File: src/rtl/layers_sched_if.sv
// layers_sched_if: bundles the configuration bus, job command/status,
// image source/sink handshakes and the result monitor of layers_sched.
//   slave  : scheduler side (layers_sched)
//   master : environment side (config host, source, datapath)
interface layers_sched_if #(
  parameter int CFG_DWIDTH = 32,
  parameter int CFG_AWIDTH = 5
) ();
  logic [CFG_DWIDTH-1:0] cfg_data;
  logic [CFG_AWIDTH-1:0] cfg_addr;
  logic                  cfg_valid;
  logic                  start;
  logic                  abort;
  logic                  busy;
  logic                  done;
  logic                  src_val;
  logic                  src_rdy;
  logic                  img_val;
  logic                  img_last;
  logic                  img_rdy;
  logic                  res_val;
  logic                  res_rdy;
  logic [15:0]           out_cnt;

  modport slave (
    input  cfg_data, cfg_addr, cfg_valid, start, abort,
    input  src_val, img_rdy, res_val, res_rdy,
    output busy, done, src_rdy, img_val, img_last, out_cnt
  );

  modport master (
    output cfg_data, cfg_addr, cfg_valid, start, abort,
    output src_val, img_rdy, res_val, res_rdy,
    input  busy, done, src_rdy, img_val, img_last, out_cnt
  );
endinterface

File: src/rtl/layers_sched.sv
// layers_sched: job scheduler for the layers datapath. Streams
// win_len*(pool_nb+1)*out_nb image beats from the source into the datapath
// (img_last closes each window), then waits until out_nb results were seen
// on the result handshake before pulsing done.
// Ports:
//   clk, rst_n : clock, async active-low reset
//   bus        : layers_sched_if.slave (config bus, start/abort, busy/done,
//                src/img handshakes, result monitor, out_cnt)
module layers_sched #(
  parameter int CFG_DWIDTH   = 32,
  parameter int CFG_AWIDTH   = 5,
  parameter int CFG_WIN_ADDR = 6,
  parameter int CFG_OUT_ADDR = 7
) (
  input logic          clk,
  input logic          rst_n,
  layers_sched_if.slave bus
);

  typedef enum logic [1:0] {IDLE, RUN, DRAIN, DONE} state_t;

  state_t      state_q, state_d;
  logic [15:0] win_len_q, win_len_d;
  logic [7:0]  pool_nb_q, pool_nb_d;
  logic [15:0] out_nb_q, out_nb_d;
  logic [15:0] beat_cnt_q, beat_cnt_d;
  logic [7:0]  win_cnt_q, win_cnt_d;
  logic [15:0] pix_cnt_q, pix_cnt_d;
  logic [15:0] res_cnt_q, res_cnt_d;
  logic        busy_q, busy_d;
  logic        done_q, done_d;

  logic        run, fire, last, res_fire, cfg_we;
  logic        cfg_unused;

  // Upper config bits carry nothing for this block.
  assign cfg_unused = ^bus.cfg_data[CFG_DWIDTH-1:24];

  assign run      = (state_q == RUN);
  assign last     = (beat_cnt_q == win_len_q - 16'd1);
  assign fire     = run & bus.src_val & bus.img_rdy;
  assign res_fire = (run | (state_q == DRAIN)) & bus.res_val & bus.res_rdy;
  assign cfg_we   = bus.cfg_valid & ~busy_q;

  assign bus.img_val  = run & bus.src_val;
  assign bus.src_rdy  = run & bus.img_rdy;
  assign bus.img_last = run & last;
  assign bus.out_cnt  = res_cnt_q;
  assign bus.busy     = busy_q;
  assign bus.done     = done_q;

  always_comb begin
    state_d    = state_q;
    win_len_d  = win_len_q;
    pool_nb_d  = pool_nb_q;
    out_nb_d   = out_nb_q;
    beat_cnt_d = beat_cnt_q;
    win_cnt_d  = win_cnt_q;
    pix_cnt_d  = pix_cnt_q;
    res_cnt_d  = res_cnt_q;

    // A write landing with start only affects the next job: the job
    // decision below reads the _q values.
    if (cfg_we && bus.cfg_addr == CFG_AWIDTH'(CFG_WIN_ADDR)) begin
      win_len_d = bus.cfg_data[15:0];
      pool_nb_d = bus.cfg_data[23:16];
    end
    if (cfg_we && bus.cfg_addr == CFG_AWIDTH'(CFG_OUT_ADDR))
      out_nb_d = bus.cfg_data[15:0];

    // Early results (during RUN) count too; saturate at the expected total.
    if (res_fire && res_cnt_q < out_nb_q) res_cnt_d = res_cnt_q + 16'd1;

    unique case (state_q)
      IDLE: if (bus.start) begin
        beat_cnt_d = '0; win_cnt_d = '0; pix_cnt_d = '0; res_cnt_d = '0;
        state_d = (win_len_q != '0 && out_nb_q != '0) ? RUN : DONE;
      end
      RUN: begin
        if (bus.abort) begin
          state_d = IDLE;
          beat_cnt_d = '0; win_cnt_d = '0; pix_cnt_d = '0; res_cnt_d = '0;
        end else if (fire) begin
          if (last) begin
            beat_cnt_d = '0;
            if (win_cnt_q == pool_nb_q) begin
              win_cnt_d = '0;
              pix_cnt_d = pix_cnt_q + 16'd1;
              if (pix_cnt_q == out_nb_q - 16'd1) state_d = DRAIN;
            end else begin
              win_cnt_d = win_cnt_q + 8'd1;
            end
          end else begin
            beat_cnt_d = beat_cnt_q + 16'd1;
          end
        end
      end
      DRAIN: begin
        if (bus.abort) begin
          state_d = IDLE;
          beat_cnt_d = '0; win_cnt_d = '0; pix_cnt_d = '0; res_cnt_d = '0;
        end else if (res_cnt_d == out_nb_q) begin
          state_d = DONE;
        end
      end
      DONE: state_d = IDLE;
      default: state_d = IDLE;
    endcase

    busy_d = (state_d == RUN) || (state_d == DRAIN);
    done_d = (state_d == DONE);
  end

  always_ff @(posedge clk or negedge rst_n) begin
    if (!rst_n) begin
      state_q    <= IDLE;
      win_len_q  <= '0;
      pool_nb_q  <= '0;
      out_nb_q   <= '0;
      beat_cnt_q <= '0;
      win_cnt_q  <= '0;
      pix_cnt_q  <= '0;
      res_cnt_q  <= '0;
      busy_q     <= 1'b0;
      done_q     <= 1'b0;
    end else begin
      state_q    <= state_d;
      win_len_q  <= win_len_d;
      pool_nb_q  <= pool_nb_d;
      out_nb_q   <= out_nb_d;
      beat_cnt_q <= beat_cnt_d;
      win_cnt_q  <= win_cnt_d;
      pix_cnt_q  <= pix_cnt_d;
      res_cnt_q  <= res_cnt_d;
      busy_q     <= busy_d;
      done_q     <= done_d;
    end
  end

endmodule

File: src/flat_wrapper.sv
// flat-port wrapper written by rule: the top's interface ports become plain ports
module layers_sched_flat 
#(
  parameter int CFG_DWIDTH   = 32,
  parameter int CFG_AWIDTH   = 5,
  parameter int CFG_WIN_ADDR = 6,
  parameter int CFG_OUT_ADDR = 7
)
  (clk, rst_n, bus_cfg_data, bus_cfg_addr, bus_cfg_valid, bus_start, bus_abort, bus_src_val, bus_img_rdy, bus_res_val, bus_res_rdy, bus_busy, bus_done, bus_src_rdy, bus_img_val, bus_img_last, bus_out_cnt);
  layers_sched_if #(.CFG_DWIDTH(CFG_DWIDTH), .CFG_AWIDTH(CFG_AWIDTH)) bus_i ();
  input logic clk;
  input logic rst_n;
  input wire logic [$bits(bus_i.cfg_data)-1:0] bus_cfg_data;
  input wire logic [$bits(bus_i.cfg_addr)-1:0] bus_cfg_addr;
  input wire logic [$bits(bus_i.cfg_valid)-1:0] bus_cfg_valid;
  input wire logic [$bits(bus_i.start)-1:0] bus_start;
  input wire logic [$bits(bus_i.abort)-1:0] bus_abort;
  input wire logic [$bits(bus_i.src_val)-1:0] bus_src_val;
  input wire logic [$bits(bus_i.img_rdy)-1:0] bus_img_rdy;
  input wire logic [$bits(bus_i.res_val)-1:0] bus_res_val;
  input wire logic [$bits(bus_i.res_rdy)-1:0] bus_res_rdy;
  output wire logic [$bits(bus_i.busy)-1:0] bus_busy;
  output wire logic [$bits(bus_i.done)-1:0] bus_done;
  output wire logic [$bits(bus_i.src_rdy)-1:0] bus_src_rdy;
  output wire logic [$bits(bus_i.img_val)-1:0] bus_img_val;
  output wire logic [$bits(bus_i.img_last)-1:0] bus_img_last;
  output wire logic [$bits(bus_i.out_cnt)-1:0] bus_out_cnt;
  assign bus_i.cfg_data = bus_cfg_data;
  assign bus_i.cfg_addr = bus_cfg_addr;
  assign bus_i.cfg_valid = bus_cfg_valid;
  assign bus_i.start = bus_start;
  assign bus_i.abort = bus_abort;
  assign bus_i.src_val = bus_src_val;
  assign bus_i.img_rdy = bus_img_rdy;
  assign bus_i.res_val = bus_res_val;
  assign bus_i.res_rdy = bus_res_rdy;
  assign bus_busy = bus_i.busy;
  assign bus_done = bus_i.done;
  assign bus_src_rdy = bus_i.src_rdy;
  assign bus_img_val = bus_i.img_val;
  assign bus_img_last = bus_i.img_last;
  assign bus_out_cnt = bus_i.out_cnt;
  layers_sched #(.CFG_DWIDTH(CFG_DWIDTH), .CFG_AWIDTH(CFG_AWIDTH), .CFG_WIN_ADDR(CFG_WIN_ADDR), .CFG_OUT_ADDR(CFG_OUT_ADDR)) u_core (.clk(clk), .rst_n(rst_n), .bus(bus_i));
endmodule
File: config.mk
export PLATFORM = sky130hd
export DESIGN_NAME = layers_sched_flat
export DESIGN_NICKNAME = d
export VERILOG_FILES = /design/src/rtl/layers_sched_if.sv /design/src/rtl/layers_sched.sv /design/src/flat_wrapper.sv
export SDC_FILE = /design/constraint.sdc
export NUM_CORES = 1
export LEC_CHECK = 0
export ABC_CLOCK_PERIOD_IN_PS = 4550
export BUFFER_PORTS_ARGS = -buffer_cell sky130_fd_sc_hd__buf_2
export CAP_MARGIN = 10
export CORE_ASPECT_RATIO = 0.9
export CORE_MARGIN = 4
export CORE_UTILIZATION = 30
export CTS_BUF_LIST = sky130_fd_sc_hd__clkbuf_8
export CTS_CLUSTER_SIZE = 24
export DETAILED_ROUTE_END_ITERATION = 6
export GPL_ROUTABILITY_DRIVEN = 1
export GPL_TIMING_DRIVEN = 0
export HOLD_SLACK_MARGIN = 0.05
export PLACE_DENSITY = 0.5
export SLEW_MARGIN = 20
export SYNTH_ARGS = -nofsm -noshare
export SYNTH_HDL_FRONTEND = slang
export SYNTH_SLANG_ARGS = --single-unit
File: constraint.sdc
create_clock -name clk -period 4.55 [get_ports clk]
set_input_delay 0.91 -clock clk [delete_from_list [all_inputs] [get_ports clk]]
set_output_delay 0.91 -clock clk [all_outputs]
set_load 0.01 [all_outputs]
== After elaboration in Yosys (flattened, before gate mapping) ==
Cells that the tools add are included.
Cells by class
  $add $sub $neg: 6
  order comparisons: 1
  equality and inequality tests: 17
  mux-type cells: 32
  bitwise operators: 9
  reduce and logical (&&, ||, !) cells: 13
Operators by type and width (count)
  $mux W16: 12
  $pmux W16 S3: 2
  $add A16 B1 Y16 const B: 3
  $eq A16 B16 Y1: 3
  $mux W8: 6
  $pmux W16 S2: 1
  $reduce_bool A16 Y1: 2
  $sub A16 B1 Y16 const B: 2
  $pmux W8 S3: 1
  $mux W2: 9
  $lt A16 B16 Y1: 1
  $eq A5 B3 Y1 const B: 2
  $ne A3 B3 Y1 const B: 3
  $add A8 B1 Y8 const B: 1
  $eq A2 B2 Y1 const B: 4
  $eq A8 B8 Y1: 1
  $pmux W2 S4: 1
  $and A1 B1 Y1: 7
  $reduce_and A6 Y1: 1
  $reduce_and A5 Y1: 1
  $eq A2 B1 Y1 const B: 2
  $logic_and A1 B1 Y1: 4
  $ne A2 B2 Y1 const B: 2
  $reduce_and A4 Y1: 1
  6 further kinds: 6
Storage, ports and cells
  flip-flop bits (word level): 100
  input bits: 46

== Longest topological paths before layout ==
  depth after elaboration: 12
  gate-level depth with buffers: 15

== Least setup slack after synthesis ==
Ideal clock, no wire load.
  path kind: reg-to-reg
  from: register u_core.out_nb_q[12]
  to: register u_core.busy_q, in the netlist u_core.bus.busy
  data arrival time: 3492 ps
  path slack: 932 ps
  cell stages (with the launch flop): 16
  period minus slack after synthesis: 3618 ps
  path through: dfrtp_1 clkbuf_1 inv_1 ha_1 nand4_1 nor3_1 or2_2 buf_1 nor4_1 clkbuf_1 nor3b_1 o221ai_1 nor4_1 nand4b_1 a2bb2oi_1 ha_1
Between the ends
  word-level cells in the longest chain between the ends: 10
  elaborated cells on any way between the ends: 21
  those cells by class: 1 x add/sub; 1 x order compare; 4 x eq/ne; 11 x mux; 4 x reduce/logical
Ends and longest elaborated chain
  start, declared: line layers_sched.sv:25  | logic [15:0] out_nb_q, out_nb_d;
  start signal, assigned: line layers_sched.sv:130  | out_nb_q <= out_nb_d;
  $sub A16 B1 Y16: line layers_sched.sv:89  | if (pix_cnt_q == out_nb_q - 16'd1) state_d = DRAIN;
  $eq A16 B16 Y1: line layers_sched.sv:89
  $mux W2: line layers_sched.sv:89
  $mux W2: line layers_sched.sv:86  | if (win_cnt_q == pool_nb_q) begin
  $mux W2: line layers_sched.sv:84  | if (last) begin
  $mux W2: line layers_sched.sv:83  | end else if (fire) begin
  $mux W2: line layers_sched.sv:80  | if (bus.abort) begin
  $pmux W2 S4 (*): line layers_sched.sv:74  | unique case (state_q)
  via u_core.state_d[0]: line layers_sched.sv:22  | state_t state_q, state_d;
  $eq A2 B1 Y1 / $eq A2 B2 Y1 (equally long branches): line layers_sched.sv:110  | busy_d = (state_d == RUN) || (state_d == DRAIN);
  $logic_or A1 B1 Y1 (*): line layers_sched.sv:110
  via u_core.busy_d: line layers_sched.sv:30  | logic busy_q, busy_d;
  end signal, assigned: line layers_sched.sv:135  | busy_q <= busy_d;
  end, declared: line layers_sched.sv:30
The timed path passes the listed nets; every way through them passes the cells marked *.
A chain may end at the register's enable or synchronous reset.

== Worst setup path in the final report ==
  from: register u_core.out_nb_q[13]
  to: register u_core.busy_q, in the netlist u_core.bus.busy
Between the ends
  word-level cells in the longest chain between the ends: 10
  elaborated cells on any way between the ends: 21
  those cells by class: 1 x add/sub; 1 x order compare; 4 x eq/ne; 11 x mux; 4 x reduce/logical
Ends and longest elaborated chain (line)
  $sub A16 B1 Y16: layers_sched.sv:89
  $eq A16 B16 Y1: layers_sched.sv:89
  $mux W2: layers_sched.sv:89
  $mux W2: layers_sched.sv:86
  $mux W2: layers_sched.sv:84
  $mux W2: layers_sched.sv:83
  $mux W2: layers_sched.sv:80
  $pmux W2 S4 (*): layers_sched.sv:74
  $eq A2 B1 Y1 / $eq A2 B2 Y1 (equally long branches): layers_sched.sv:110
  $logic_or A1 B1 Y1 (*): layers_sched.sv:110
  via u_core.busy_d: layers_sched.sv:30
Marks and branches as above.

==> results.sh <==
export IMPL_outcome="finished, final reports clean"
export IMPL_p_per_area_mw_per_mm2=413.2
export IMPL_ys_seq_area_frac=0.3660
export IMPL_start_util=0.3046
export IMPL_maxClockFrequency_mhz=236.4
export IMPL_critical_path_class="reg -> reg"
export IMPL_endpoint_kind="flop"
export IMPL_portBuffers=57
export IMPL_drc=0
export IMPL_required_ns=4.83
export IMPL_grt_max_degree=65
export IMPL_cp_max_fo=9
export IMPL_cts_max_level=3
export IMPL_ys_flop_type="dfrtp_1"
export IMPL_cts_made_buffers=9
export IMPL_synth_edf_count=0
export IMPL_cts_tree="done"
export IMPL_path_buf_inv=1
export IMPL_ctsHoldBuffers=0
export IMPL_die_w_um=167.1
export IMPL_antenna_found_initial=0
export IMPL_post_cts_buffers=0
export IMPL_cp_arrival_ns=4.51
export IMPL_rr_worst_depth=12
export IMPL_drt_iter0_drc=412
export IMPL_routedWlPerCell_um=16.99
export IMPL_detailed_place_hpwl_mm=14.74
export IMPL_grt_util_all_layers=0.1526
export IMPL_synth_area_leaders="dfrtp_1 (37%), mux2_2 (6.9%), xnor2_1 (5.6%), xor2_1 (5.6%), ha_1 (4.8%)"
export IMPL_vias_per_cell=5.125
export IMPL_yosys_register_bits=100
export IMPL_rrSetupSlack_ns=0.32
export IMPL_postLayoutCoreUtil=0.3438
export IMPL_drv_slew=0
export IMPL_antenna_cells=0
export IMPL_ant_nets=0
export IMPL_ys_types=73
export IMPL_startpoint_type="flop"
export IMPL_p_leak_nw=3.321
export IMPL_synthArstFlopShare=1.000
export IMPL_synth_nets=824
export IMPL_critPathMaxStageDelay_ns=0.58
export IMPL_cp_cell_sequence="inv_1 > ha_1 > nand4_1 > nor3_1 > nor4b_4 > or4b_1 > mux2_2 > a211oi_1 > nor3_1 > nand4b_1 > o311ai_0 > ha_1"
export IMPL_syn_avg_cell_area_sq_um=9.091
export IMPL_hold_violations=0
export IMPL_row_count=52
export IMPL_reg2reg_to="u_core.bus.busy"
export IMPL_area_growth_pct=12.87
export IMPL_worst_slew_pin_slew_ns=0.9379
export IMPL_yosysWarnings=0
export IMPL_max_cap_violations=0
export IMPL_crit_path_top_delay_cell="nor4b_4"
export IMPL_setup_viol=0
export IMPL_fin_skew_ns=0.01661
export IMPL_synth_top_area_frac=0.3660
export IMPL_cts_sinks=100
export IMPL_grt_setup_unrepaired="false"
export IMPL_cp_depth=12
export IMPL_die_area_sq_mm=0.02527
export IMPL_vias=5725
export IMPL_fin_crit_ns=4.230
export IMPL_first_global_vias=5395
export IMPL_hold_class="in -> async"
export IMPL_insertion_delay_ns=0.39
export IMPL_die_y_um=151.2
export IMPL_yosys_area_top_type="dfrtp_1"
export IMPL_grt_first_pass_wirelength_mm=30.62
export IMPL_cts_root_buffer="clkbuf_8"
export IMPL_num_io_pins=67
export IMPL_netlist_area_sq_mm=0.006837
export IMPL_timing_rr_start="u_core.out_nb_q[13]"
export IMPL_drt_total_wl_mm=18.98
export IMPL_core_area_sq_mm=0.02245
export IMPL_critPathTopFamily="simple AND/OR/NAND/NOR gates"
export IMPL_clkTransAtPathRegs_ns=0.11
export IMPL_slew_headroom=0.3699
export IMPL_grt_overflow=0
export IMPL_gp_congestion=0.8531
export IMPL_dr_pass1_iters=4
export IMPL_clockBufferDepth=2
export IMPL_drive_gt1_frac=0.1756
export IMPL_netlist_instances=752
export IMPL_fin_crit_sh=0.9297
export IMPL_power_mw=3.188
export IMPL_vdd_drop_max_uv=166.1
export IMPL_layout_nets=887
cell usage after synthesis, drive strengths merged (5+ instances only):
master	number
a211oi	5
a21oi	22
and2	10
and3	17
buf	10
clkbuf	25
dfrtp	100
ha	26
inv	30
mux2	42
nand2	39
nand2b	11
nand3	41
nand4	24
nor2	78
nor2b	7
nor3	25
nor4	16
o21ai	32
o31ai	6
or3	5
or3b	5
or4	11
xnor2	44
xor2	44
logic make-up after synthesis:
kind of cell | after synthesis | synth area share
AO/OA/AOI/OAI | 113 | 0.1113
XOR/XNOR | 89 | 0.1160
adder cells (fa/ha/maj) | 26 | 0.04758
buffers and inverters | 65 | 0.03807
flip-flops | 100 | 0.3660
multiplexers | 43 | 0.07064
AND/OR/NAND/NOR | 316 | 0.2504
sequential cells by signal (all words and copies together), names as in the netlist:
register            flops
u_core.beat_cnt_q      16
u_core.bus.out_cnt     16
u_core.out_nb_q        16
u_core.pix_cnt_q       16
u_core.win_len_q       16
u_core.pool_nb_q        8
u_core.win_cnt_q        8
u_core.state_q          2
u_core.bus.busy         1
u_core.bus.done         1
where the power goes:
part,internal (mW),switching (mW)
Sequential,1.02,0.197
Combinational,0.574,0.831
Clock,0.207,0.363
Total,1.80,1.39
worst max-delay path by stage:
stage / start / end / slack [ns]
final: u_core.out_nb_q[13] / u_core.bus.busy / 0.32
after global routing: u_core.out_nb_q[7] / u_core.bus.busy / 0.002
after CTS: u_core.out_nb_q[12] / u_core.bus.busy / 0.12
after detailed placement: u_core.out_nb_q[3] / u_core.bus.busy / -0.16
after global placement: u_core.out_nb_q[12] / u_core.bus.busy / -0.19
after floorplan: u_core.out_nb_q[12] / u_core.bus.busy / 0.93
repair_timing:
item	CTS	global route
gates resized for setup	5	1
pin swaps	0	0
cloned	0	0
setup endpoints to repair	2	2
layout by cell type (no fill, tap or decap), types with 4 or more instances in the layout:
cell,Yosys,final
mux2_2,42,42
a31oi_1,4,4
buf_2,7,64
nand2b_1,11,11
xnor2_1,44,44
or3b_2,4,4
o31ai_1,6,6
o211ai_1,4,4
nor3_1,25,25
nor4_1,15,14
nor2_1,78,78
nand2_1,39,39
nor2b_1,7,7
or3_1,5,5
inv_1,30,30
a21oi_1,21,21
clkbuf_8,0,9
a211oi_1,5,5
and3_1,17,17
nand4_1,24,24
and4_1,4,4
o21ai_0,29,29
nand4b_1,4,4
nor3b_1,4,4
clkbuf_1,25,17
dfrtp_1,100,99
or4_1,9,9
nand3_1,40,40
xor2_1,44,44
ha_1,26,26
and2_1,9,9
metal layers:
layer / wire [um] / part of all wire / track usage
met1: 9673 / 0.51 / 0.2240
met2: 8109 / 0.43 / 0.2304
met3: 933 / 0.049 / 0.03105
met4: 266 / 0.014 / 0.03722
met5: 0 / 0 / 0
area by class of cell:
type | count | area (sq um)
buffer | 28 | 122.6
tap | 297 | 371.6
inverter | 30 | 112.6
multi-input combinational | 587 | 4101
sequential | 100 | 2504
clock buffer | 9 | 123.9
timing repair buffer | 59 | 324.1
fill | 2356 | 14730
clock inverter | 7 | 56.30
per-stage QoR:
| stage | std cells | hold WS [ns] | area [sq um] | setup slack [ns] | setup TNS [ns] |
|---|---|---|---|---|---|
| 2_1_floorplan | 752 | 0.4799 | 6837 | 0.9317 | 0 |
| 3_3_place_gp | 1106 | 0.5131 | 7493 | -0.1878 | -0.2251 |
| 3_5_place_dp | 1108 | 0.5266 | 7538 | -0.1609 | -0.1862 |
| 4_1_cts | 1124 | 0.4036 | 7741 | 0.1156 | 0 |
| 5_1_grt | 1117 | 0.4118 | 7716 | 0.001548 | 0 |
| 6_report | 1117 | 0.4044 | 7716 | 0.3200 | 0 |
Power figures use the tool's default switching activity.
